`config.mk`:
```
export PLATFORM = sky130hd
export DESIGN_NAME = uart_psram_host
export DESIGN_NICKNAME = d
export VERILOG_FILES = /design/src/rtl/uart_psram_host.sv
export SDC_FILE = /design/constraint.sdc
export NUM_CORES = 1
export LEC_CHECK = 0
export ABC_AREA = 0
export BUFFER_PORTS_ARGS = -buffer_cell sky130_fd_sc_hd__buf_2
export CAP_MARGIN = 20
export CORE_MARGIN = 1
export CORE_UTILIZATION = 47
export DETAILED_ROUTE_END_ITERATION = 7
export GPL_ROUTABILITY_DRIVEN = 0
export HOLD_SLACK_MARGIN = 0.1
export MAX_ROUTING_LAYER = met4
export PLACE_DENSITY_LB_ADDON = 0.1
export SLEW_MARGIN = 10
export SYNTH_ARGS = -nofsm -noshare
export SYNTH_HDL_FRONTEND = slang
export SYNTH_SLANG_ARGS = --single-unit
```
`constraint.sdc`:
```
create_clock -name sys_clk -period 7.9 [get_ports sys_clk]
set_input_delay 2.37 -clock sys_clk [delete_from_list [all_inputs] [get_ports sys_clk]]
set_output_delay 2.37 -clock sys_clk [all_outputs]
set_load 0.02 [all_outputs]
```
`src/rtl/uart_psram_host.sv`:
```
// rtl/uart_psram_host.sv - PSRAM-over-UART command initiator: 8N1 frame TX, 2-byte read response RX
module uart_psram_host #(
    parameter int          DELAY_FRAMES = 234,
    parameter int          RESP_TIMEOUT = 270000,
    parameter logic [7:0]  PAD_BYTE     = 8'h00
) (
    input  logic        sys_clk,
    input  logic        rst,
    input  logic        cmd_valid,
    output logic        cmd_ready,
    input  logic        cmd_write,
    input  logic [23:0] cmd_addr,
    input  logic [15:0] cmd_wdata,
    output logic        uart_tx,
    input  logic        uart_rx,
    output logic        busy,
    output logic        wr_done,
    output logic        rsp_valid,
    output logic [15:0] rsp_data,
    output logic        rsp_timeout
);
    localparam int BIT_W = $clog2(DELAY_FRAMES + 1);
    localparam int TMO_W = $clog2(RESP_TIMEOUT + 1);
    localparam logic [BIT_W-1:0] BIT_LAST  = BIT_W'(DELAY_FRAMES - 1);
    localparam logic [BIT_W-1:0] HALF_LAST = BIT_W'(DELAY_FRAMES / 2 - 1);
    localparam logic [TMO_W-1:0] TMO_LAST  = TMO_W'(RESP_TIMEOUT - 1);

    typedef enum logic [2:0] {S_IDLE, S_TX_START, S_TX_DATA, S_TX_STOP, S_WAIT_RSP} state_t;
    typedef enum logic [1:0] {R_IDLE, R_START, R_DATA, R_STOP} rx_state_t;

    state_t           state;
    rx_state_t        rx_state;
    logic             is_write;
    logic [23:0]      addr;
    logic [15:0]      wdata;
    logic [2:0]       byte_idx;
    logic [2:0]       bit_idx;
    logic [BIT_W-1:0] bit_cnt;
    logic [TMO_W-1:0] tmo_cnt;
    logic [7:0]       tx_shift;
    logic [7:0]       cur_byte;
    logic [2:0]       last_idx;
    logic [7:0]       rsp_lo;
    logic             got_first;
    logic             rx_meta;
    logic             rx_s;
    logic [2:0]       rx_bit;
    logic [BIT_W-1:0] rx_cnt;
    logic [7:0]       rx_shift;
    logic             rx_valid;

    assign busy     = !cmd_ready;
    assign last_idx = is_write ? 3'd6 : 3'd4;

    always_comb begin
        cur_byte = PAD_BYTE;
        case (byte_idx)
            3'd0:    cur_byte = is_write ? 8'h57 : 8'h52;
            3'd1:    cur_byte = addr[7:0];
            3'd2:    cur_byte = addr[15:8];
            3'd3:    cur_byte = addr[23:16];
            3'd4:    cur_byte = is_write ? wdata[7:0] : PAD_BYTE;
            3'd5:    cur_byte = wdata[15:8];
            default: cur_byte = PAD_BYTE;
        endcase
    end

    always_ff @(posedge sys_clk or posedge rst) begin
        if (rst) begin
            state       <= S_IDLE;
            uart_tx     <= 1'b1;
            cmd_ready   <= 1'b1;
            wr_done     <= 1'b0;
            rsp_valid   <= 1'b0;
            rsp_timeout <= 1'b0;
            rsp_data    <= 16'h0000;
            is_write    <= 1'b0;
            addr        <= 24'h0;
            wdata       <= 16'h0;
            byte_idx    <= 3'd0;
            bit_idx     <= 3'd0;
            bit_cnt     <= '0;
            tmo_cnt     <= '0;
            tx_shift    <= 8'h00;
            rsp_lo      <= 8'h00;
            got_first   <= 1'b0;
        end else begin
            wr_done     <= 1'b0;
            rsp_valid   <= 1'b0;
            rsp_timeout <= 1'b0;
            case (state)
                S_IDLE: begin
                    uart_tx <= 1'b1;
                    if (cmd_valid && cmd_ready) begin
                        is_write  <= cmd_write;
                        addr      <= cmd_addr;
                        wdata     <= cmd_wdata;
                        byte_idx  <= 3'd0;
                        bit_cnt   <= '0;
                        uart_tx   <= 1'b0;
                        cmd_ready <= 1'b0;
                        state     <= S_TX_START;
                    end
                end
                S_TX_START: begin
                    if (bit_cnt == BIT_LAST) begin
                        bit_cnt  <= '0;
                        bit_idx  <= 3'd0;
                        tx_shift <= cur_byte;
                        uart_tx  <= cur_byte[0];
                        state    <= S_TX_DATA;
                    end else begin
                        bit_cnt <= bit_cnt + 1'b1;
                    end
                end
                S_TX_DATA: begin
                    if (bit_cnt == BIT_LAST) begin
                        bit_cnt <= '0;
                        if (bit_idx == 3'd7) begin
                            uart_tx <= 1'b1;
                            state   <= S_TX_STOP;
                        end else begin
                            bit_idx  <= bit_idx + 1'b1;
                            uart_tx  <= tx_shift[1];
                            tx_shift <= {1'b0, tx_shift[7:1]};
                        end
                    end else begin
                        bit_cnt <= bit_cnt + 1'b1;
                    end
                end
                S_TX_STOP: begin
                    if (bit_cnt == BIT_LAST) begin
                        bit_cnt <= '0;
                        if (byte_idx != last_idx) begin
                            byte_idx <= byte_idx + 1'b1;
                            uart_tx  <= 1'b0;
                            state    <= S_TX_START;
                        end else if (is_write) begin
                            wr_done   <= 1'b1;
                            cmd_ready <= 1'b1;
                            state     <= S_IDLE;
                        end else begin
                            tmo_cnt   <= '0;
                            got_first <= 1'b0;
                            state     <= S_WAIT_RSP;
                        end
                    end else begin
                        bit_cnt <= bit_cnt + 1'b1;
                    end
                end
                S_WAIT_RSP: begin
                    // A received byte wins over a timeout landing on the same cycle
                    if (rx_valid && !got_first) begin
                        rsp_lo    <= rx_shift;
                        got_first <= 1'b1;
                        tmo_cnt   <= '0;
                    end else if (rx_valid) begin
                        rsp_data  <= {rx_shift, rsp_lo};
                        rsp_valid <= 1'b1;
                        cmd_ready <= 1'b1;
                        state     <= S_IDLE;
                    end else if (tmo_cnt == TMO_LAST) begin
                        rsp_timeout <= 1'b1;
                        cmd_ready   <= 1'b1;
                        state       <= S_IDLE;
                    end else begin
                        tmo_cnt <= tmo_cnt + 1'b1;
                    end
                end
                default: state <= S_IDLE;
            endcase
        end
    end

    always_ff @(posedge sys_clk or posedge rst) begin
        if (rst) begin
            rx_meta  <= 1'b1;
            rx_s     <= 1'b1;
            rx_state <= R_IDLE;
            rx_bit   <= 3'd0;
            rx_cnt   <= '0;
            rx_shift <= 8'h00;
            rx_valid <= 1'b0;
        end else begin
            rx_meta  <= uart_rx;
            rx_s     <= rx_meta;
            rx_valid <= 1'b0;
            case (rx_state)
                R_IDLE: begin
                    rx_cnt <= '0;
                    if (!rx_s) rx_state <= R_START;
                end
                R_START: begin
                    if (rx_cnt == HALF_LAST) begin
                        rx_cnt   <= '0;
                        rx_bit   <= 3'd0;
                        rx_state <= rx_s ? R_IDLE : R_DATA;
                    end else begin
                        rx_cnt <= rx_cnt + 1'b1;
                    end
                end
                R_DATA: begin
                    if (rx_cnt == BIT_LAST) begin
                        rx_cnt   <= '0;
                        rx_shift <= {rx_s, rx_shift[7:1]};
                        if (rx_bit == 3'd7) rx_state <= R_STOP;
                        else                rx_bit   <= rx_bit + 1'b1;
                    end else begin
                        rx_cnt <= rx_cnt + 1'b1;
                    end
                end
                R_STOP: begin
                    if (rx_cnt == BIT_LAST) begin
                        rx_cnt   <= '0;
                        rx_valid <= rx_s;
                        rx_state <= R_IDLE;
                    end else begin
                        rx_cnt <= rx_cnt + 1'b1;
                    end
                end
                default: rx_state <= R_IDLE;
            endcase
        end
    end
endmodule

```
==> results_dict.tcl, run 1 <==
set metrics [dict create \
    outcome "finished, final reports clean" \
    power_mw 1.637 \
    syn_inst 566 \
    yosysUniqueCellTypes 56 \
    cts.sinks 138 \
    cts-buffers-inserted 17 \
    tightest_slew_ns 0.9609 \
    synth_top_family_by_area "multiplexers" \
    route.met3.wl_um 451 \
    synth_flop_cell "dfrtp_1" \
    die-area_um2 14170 \
    nFillCells 1153 \
    finalCritPeriodShare_pct 45.93 \
    drive_gt1_share_pct 30.48 \
    relSlewSlack_pct 35.80 \
    synth_seq_cells 138 \
    drc 0 \
    num_vias 4596 \
    yosysSeqAreaShare_pct 53.71 \
    antenna_found_initial 0 \
    grt_usage_pct 21.24 \
    wirelength_mm 13.38 \
    critPathArrivalTime_ns 1.26 \
    finalSetupTns_ns 0 \
    min_period_ns 3.629 \
    dpl_cell_area_um2 6923 \
    cts_setup_buffers 0 \
    grt_pass1_vias 4618 \
    synth-xor-area-share_pct 2.040 \
    firstDrtPassIters 5 \
    dp.final_hpwl_mm 9.054 \
    die_h_um 119.0 \
    power_leakage_nw 3.655 \
    fin_cells 819 \
    dp.cells 787 \
    final.setup_skew_ns 0.01166 \
    core_area_um2 13300 \
    ys_warn_count 0 \
    synth_edf_count 0 \
    rsz0062_at_grt "false" \
    critPathMaxFanout 5 \
    synth_area_per_cell_um2 11.38 \
    grt-ovfl-total 0 \
    synthArstFlopShare_pct 100.0 \
    whs_ns 0.3585 \
    grt_first_pass_wirelength_mm 22.96 \
    start_util_pct 48.43 \
    routed.top_layer "met4" \
    clk_pin_slew_ns 0.06 \
    timing_hold_violations_final 0 \
    cts_root_buf "clkbuf_16" \
    yosys.area_share.adder_pct 2.915 \
    hold_buffers 0 \
    wl_per_cell_um 16.34 \
    io_pins 67 \
    synth.cell_area_um2 6439 \
    clockBufferDepth 2 \
    ctsHtreeMaxLevel 4 \
    viasPerCell 5.612 \
    startpoint_type "flip-flop" \
    antennaDiodeCount 0 \
    layout.nets 690 \
    synth_nets 626 \
    power.density_nw_per_um2 215.2 \
    hp-class "reg -> reg" \
    rows 42 \
    cts_resized 0 \
    die_w_um 119.0 \
    syn2layout_area_growth_pct 18.11 \
    drv_slew 0 \
    synthMuxAreaShare_pct 14.77 \
    grt_max_degree 78 \
    final_common_cell "dfrtp_1" \
    ir_worst_vdd_mv 0.1967 \
    drt_iter0_drc 246 \
    io_buffers 66 \
    final_cell_mix "dfrtp_1 (134), mux2_2 (80), buf_2 (66)" \
    synth_compound_area_share_pct 10.63 \
    insertion_delay_ns 0.41 \
    yosys.area_share.simple_pct 13.41 \
    final_area_um2 7605 \
    fmax_mhz 275.6 \
    cts_tree "built" \
    ant_nets 0 \
    wl_met2_mm 6.412 \
    crit_required_ns 5.53 \
    end_kind "output port" \
    wl_met1_mm 6.384 \
    finalSetupViolations 0 \
    maxCapViolations 0 \
    crit_type "reg -> out" \
]
## worst paths after layout
kind / start / end / slack, ns / cells past startpoint
worst min-delay path: rx_meta$_DFF_PP1_ / rx_s$_DFF_PP1_ / 0.36 / 0
min in group asynchronous: rst / bit_cnt[5]$_DFFE_PP0P_ / 2.01 / 2
max in group asynchronous: rst / wr_done$_DFF_PP0_ / 4.54 / 3
worst max register to register: bit_cnt[1]$_DFFE_PP0P_ / tx_shift[5]$_DFFE_PP0P_ / 5.30 / 7
worst min register to register: rx_meta$_DFF_PP1_ / rx_s$_DFF_PP1_ / 0.36 / 0
worst max-delay path: cmd_ready$_DFFE_PP1P_ / busy / 4.27 / 2
## flip-flops by register name, summed over array words and instances, names as in the netlist, 3 cells and up, named ones only
signal and count:
rx_cnt 8, rx_shift 8, bit_idx 3, rsp_data 16, wdata 16, rsp_lo 8, tmo_cnt 19, tx_shift 7
bit_cnt 8, addr 24, rx_bit 3, byte_idx 3, state 3
## final cells by class
type / count / area (um^2) / area share [%]
sequential: 138 / 3458 / 45.48
clock inverter: 13 / 239.0 / 3.142
inverter: 18 / 72.57 / 0.9543
timing repair buffer: 69 / 352.8 / 4.640
multi-input combinational: 386 / 2819 / 37.07
clock buffer: 19 / 442.9 / 5.824
tap: 176 / 220.2 / 2.896
## synthesized netlist by cell type, drive strengths merged (5+ instances only)
library cell / number / area share, %
nor3: 10 / 0.78
inv: 18 / 1.0
or4: 5 / 0.58
dfrtp: 134 / 52
ha: 15 / 2.9
a222oi: 7 / 1.1
nand4: 10 / 0.97
o31ai: 7 / 0.82
nand2: 46 / 2.7
xor2: 9 / 1.2
nor2: 38 / 2.2
nand3: 16 / 1.2
and3: 10 / 1.0
nand2b: 9 / 0.87
nor2b: 6 / 0.58
xnor2: 6 / 0.82
mux2: 80 / 14
a21oi: 16 / 1.2
mux2i: 5 / 0.78
clkbuf: 21 / 1.2
o21ai: 32 / 2.5
## through the flow
stage               setup slack (ns)  utilization [%]
global placement               3.988            52.07
global route                   4.160            57.20
finish                         4.271            57.20
floorplan                      1.840                -
detailed placement             3.980            52.07
CTS                            4.257            57.20
## logic make-up (layout without fill, tap and decap cells)
group,after synthesis,count (layout)
AND/OR/NAND/NOR,170,170
XOR/XNOR,15,15
AO/OA/AOI/OAI,101,101
adder cells (fa/ha/maj),15,15
flip-flops,138,138
buffers and inverters,42,119
multiplexers,85,85
## critical path, stage by stage (launching register included)
cell,delay (ns)
dfstp_2,0.58
inv_1,0.10
buf_2,0.17
## per-layer routing
metal	vias to the layer above	global-route usage [%]
met2	89	32.70
met4	0	6.329
met3	11	4.598
met5	-	-
li1	2177	-
met1	2319	28.22
## where the power goes
part | total, mW | switching (mW) | internal (mW)
Clock | 0.903 | 0.299 | 0.604
Sequential | 0.708 | 0.000276 | 0.708
Combinational | 0.0254 | 0.0171 | 0.00830
No activity file was read; power rests on OpenSTA's default activity.
==> run 2, diff against run 1 <==
ABC_AREA = 1   (was 0)
clock period = 3.2 ns   (was 7.9 ns; I/O delays follow)
==> run 2 against run 1 <==
  * Hold slack improved by 0.00065 ns
  * Sequential power rose to 3.2 times the previous value
  * First-iteration DRC count rose by 43%
  * Non-clock buffer count rose by 2
  * Flip-flop and latch count did not move
  * Synthesized cell count rose by 48%
  * Critical path type is now reg -> reg
  * Largest power group is now sequential cells
  * Highest routed layer unchanged
==> results_dict.tcl, run 2 <==
set metrics [dict create \
    critPathMaxFanout 26 \
    yosysUniqueCellTypes 39 \
    fmax_mhz 475.1 \
    synth.cell_area_um2 6703 \
    dp_slack_ns 1.029 \
    antenna_found_initial 0 \
    timing_hold_violations_final 0 \
    grt_first_pass_wirelength_mm 25.14 \
    drive_gt1_share_pct 14.73 \
    finalSetupTns_ns 0 \
    slowest_stage "nand4_2" \
    final_common_cell "nand2_1" \
    hp-class "reg -> reg" \
    viasPerCell 4.995 \
    syn2layout_area_growth_pct 16.74 \
    dp.final_hpwl_mm 10.08 \
    cts_tree "built" \
    synth_nets 899 \
    start_util_pct 48.29 \
    power.density_nw_per_um2 727.5 \
    dpl_cell_area_um2 7208 \
    p_seq_share_pct 40.3 \
    io_buffers 66 \
    power_switching_mw 1.907 \
    wl_per_cell_um 13.33 \
    drc 0 \
    cp_cell_sequence "nor2_4 -> nand4_2 -> nand3_2 -> nor2_4 -> nand2_4 -> nand2_1 -> o21ai_0" \
    core_area_um2 13880 \
    power_leakage_nw 3.988 \
    cts-buffers-inserted 17 \
    tightest_slew_ns 0.7575 \
    layout.nets 971 \
    num_vias 5510 \
    crit_required_ns 3.53 \
    grt_usage_pct 22.43 \
    clk_pin_slew_ns 0.06 \
    insertion_delay_ns 0.42 \
    cp.depth 7 \
    ys_warn_count 0 \
    synth_edf_count 0 \
    cp_common_cell "nor2_4" \
    synth_common_cells "nand2_1 (338), dfrtp_1 (134), inv_1 (69), nor2_1 (67), o21ai_0 (57)" \
    cp_top_family "simple AND/OR/NAND/NOR gates" \
    combPwrFrac_pct 23.4 \
    ir_worst_vdd_mv 0.5152 \
    synth_seq_cells 138 \
    grt_max_degree 54 \
    die-area_um2 14740 \
    ctsHtreeMaxLevel 4 \
    ys_top_cells_by_area "dfrtp_1 (50%), nand2_1 (19%), o21ai_0 (4.3%), inv_1 (3.9%), nor2_1 (3.8%)" \
    die_h_um 121.4 \
    finalSetupViolations 0 \
    critPathLaunch "state[0]$_DFFE_PP0P_" \
    yosysMostFrequentCell "nand2_1" \
    dp.cells 1072 \
    power_frac_clock_pct 36.2 \
    hold_depth 0 \
    synth_flop_cell "dfrtp_1" \
    cts.sinks 138 \
    startpoint_type "flip-flop" \
    grt_pass1_vias 5305 \
    cts_setup_buffers 0 \
    maxCapViolations 0 \
    slowest_delay_ns 0.58 \
    r2r-start "state[0]$_DFFE_PP0P_" \
    drt_iter0_drc 352 \
    clockBufferDepth 2 \
    p_int_mw 3.785 \
    final.setup_skew_ns 0.009519 \
    antennaDiodeCount 0 \
    hp-start "rx_meta$_DFF_PP1_" \
    cts_resized 0 \
    synth_top_area_share_pct 50.03 \
    crit_type "reg -> reg" \
    p_sw_share_pct 33.51 \
    synth_top_area_cell "dfrtp_1" \
    synth_area_per_cell_um2 7.989 \
    largest_register_ffs 24 \
    io_pins 67 \
    firstDrtPassIters 4 \
    setup_ws_ns 1.095 \
    wirelength_mm 14.70 \
    die_w_um 121.4 \
    rr_worst_depth 7 \
    outcome "finished, final reports clean" \
    cts_root_buf "clkbuf_16" \
    end_kind "flip-flop" \
    final_area_um2 7825 \
    fin_cells 1103 \
    rows 43 \
    min_period_ns 2.105 \
    synthArstFlopShare_pct 100.0 \
    yosysSeqAreaShare_pct 51.60 \
    ant_nets 0 \
    relSlewSlack_pct 49.36 \
    reg_top3 "addr (24), tmo_cnt (19)" \
    finalCritPeriodShare_pct 65.78 \
    largest_register "addr" \
    grt-ovfl-total 0 \
    drv_slew 0 \
    final_cell_mix "nand2_1 (338), dfrtp_1 (134), inv_1 (68)" \
    rsz0062_at_grt "false" \
    syn_inst 839 \
    hold_buffers 0 \
    critPathArrivalTime_ns 2.43 \
    path_buf_inv 0 \
]
run 2: worst reg2reg max path, delay by kind of cell (launching register included):
| family | cells | cell delay, ns |
|---|---|---|
| flip-flops | 1 | 0.46 |
| AND/OR/NAND/NOR | 6 | 1.46 |
| AO/OA/AOI/OAI | 1 | 0.09 |
run 2: layer usage:
| metal | GRT usage (%) | part of all wire [%] | vias up |
|---|---|---|---|
| met4 | 7.176 | 0.95 | 0 |
| met5 | - | 0 | - |
| met1 | 29.28 | 48 | 2622 |
| met3 | 4.887 | 3.0 | 12 |
| li1 | - | - | 2786 |
| met2 | 34.80 | 48 | 90 |
run 2: power groups by stage:
stage / Combinational, mW / Clock [mW] / Sequential, mW
finish: 1.33 / 2.06 / 2.30
floorplan: 1.05 / 0 / 2.28
detailed placement: 1.35 / 0 / 2.32
global placement: 1.31 / 0 / 2.32
global route: 1.56 / 2.18 / 2.34
CTS: 1.35 / 2.10 / 2.30
run 2: through the flow:
step | hold slack [ns] | utilization (%) | power (mW)
after global routing | 0.3684 | 56.37 | 6.073
after CTS | 0.3599 | 56.37 | 5.753
final | 0.3592 | 56.37 | 5.693
after floorplan | 0.3452 | - | 3.326
after global placement | 0.3474 | 51.93 | 3.630
after detailed placement | 0.3505 | 51.93 | 3.669
run 2: kinds of logic after synthesis:
family	Yosys count	synth area share, %
adders and majority gates	15	2.800
DFF	138	51.60
buffers and inverters	92	5.917
and+or+nand+nor	495	30.97
xor gates and xnor gates	17	2.221
AOI/OAI and AO/OA	82	6.496
run 2: cell type report:
type	count	area, um^2
fillers	1260	6056
multi-input cells	609	2848
clock inverters	12	163.9
well taps	180	225.2
clock buffers	19	452.9
flip-flops and latches	138	3458
inverters	74	284.0
repair buffers	71	392.9
run 2: path summary, 6_finish.rpt:
| check | slack, ns | end |
|---|---|---|
| hold reg to reg | 0.36 | rx_s$_DFF_PP1_ |
| setup reg to reg | 1.09 | tmo_cnt[12]$_DFFE_PP0P_ |
| max in group asynchronous | 1.89 | cmd_ready$_DFFE_PP1P_ |
| hold / removal | 0.36 | rx_s$_DFF_PP1_ |
| setup / recovery | 1.09 | tmo_cnt[12]$_DFFE_PP0P_ |
| min in group asynchronous | 0.59 | tmo_cnt[16]$_DFFE_PP0P_ |
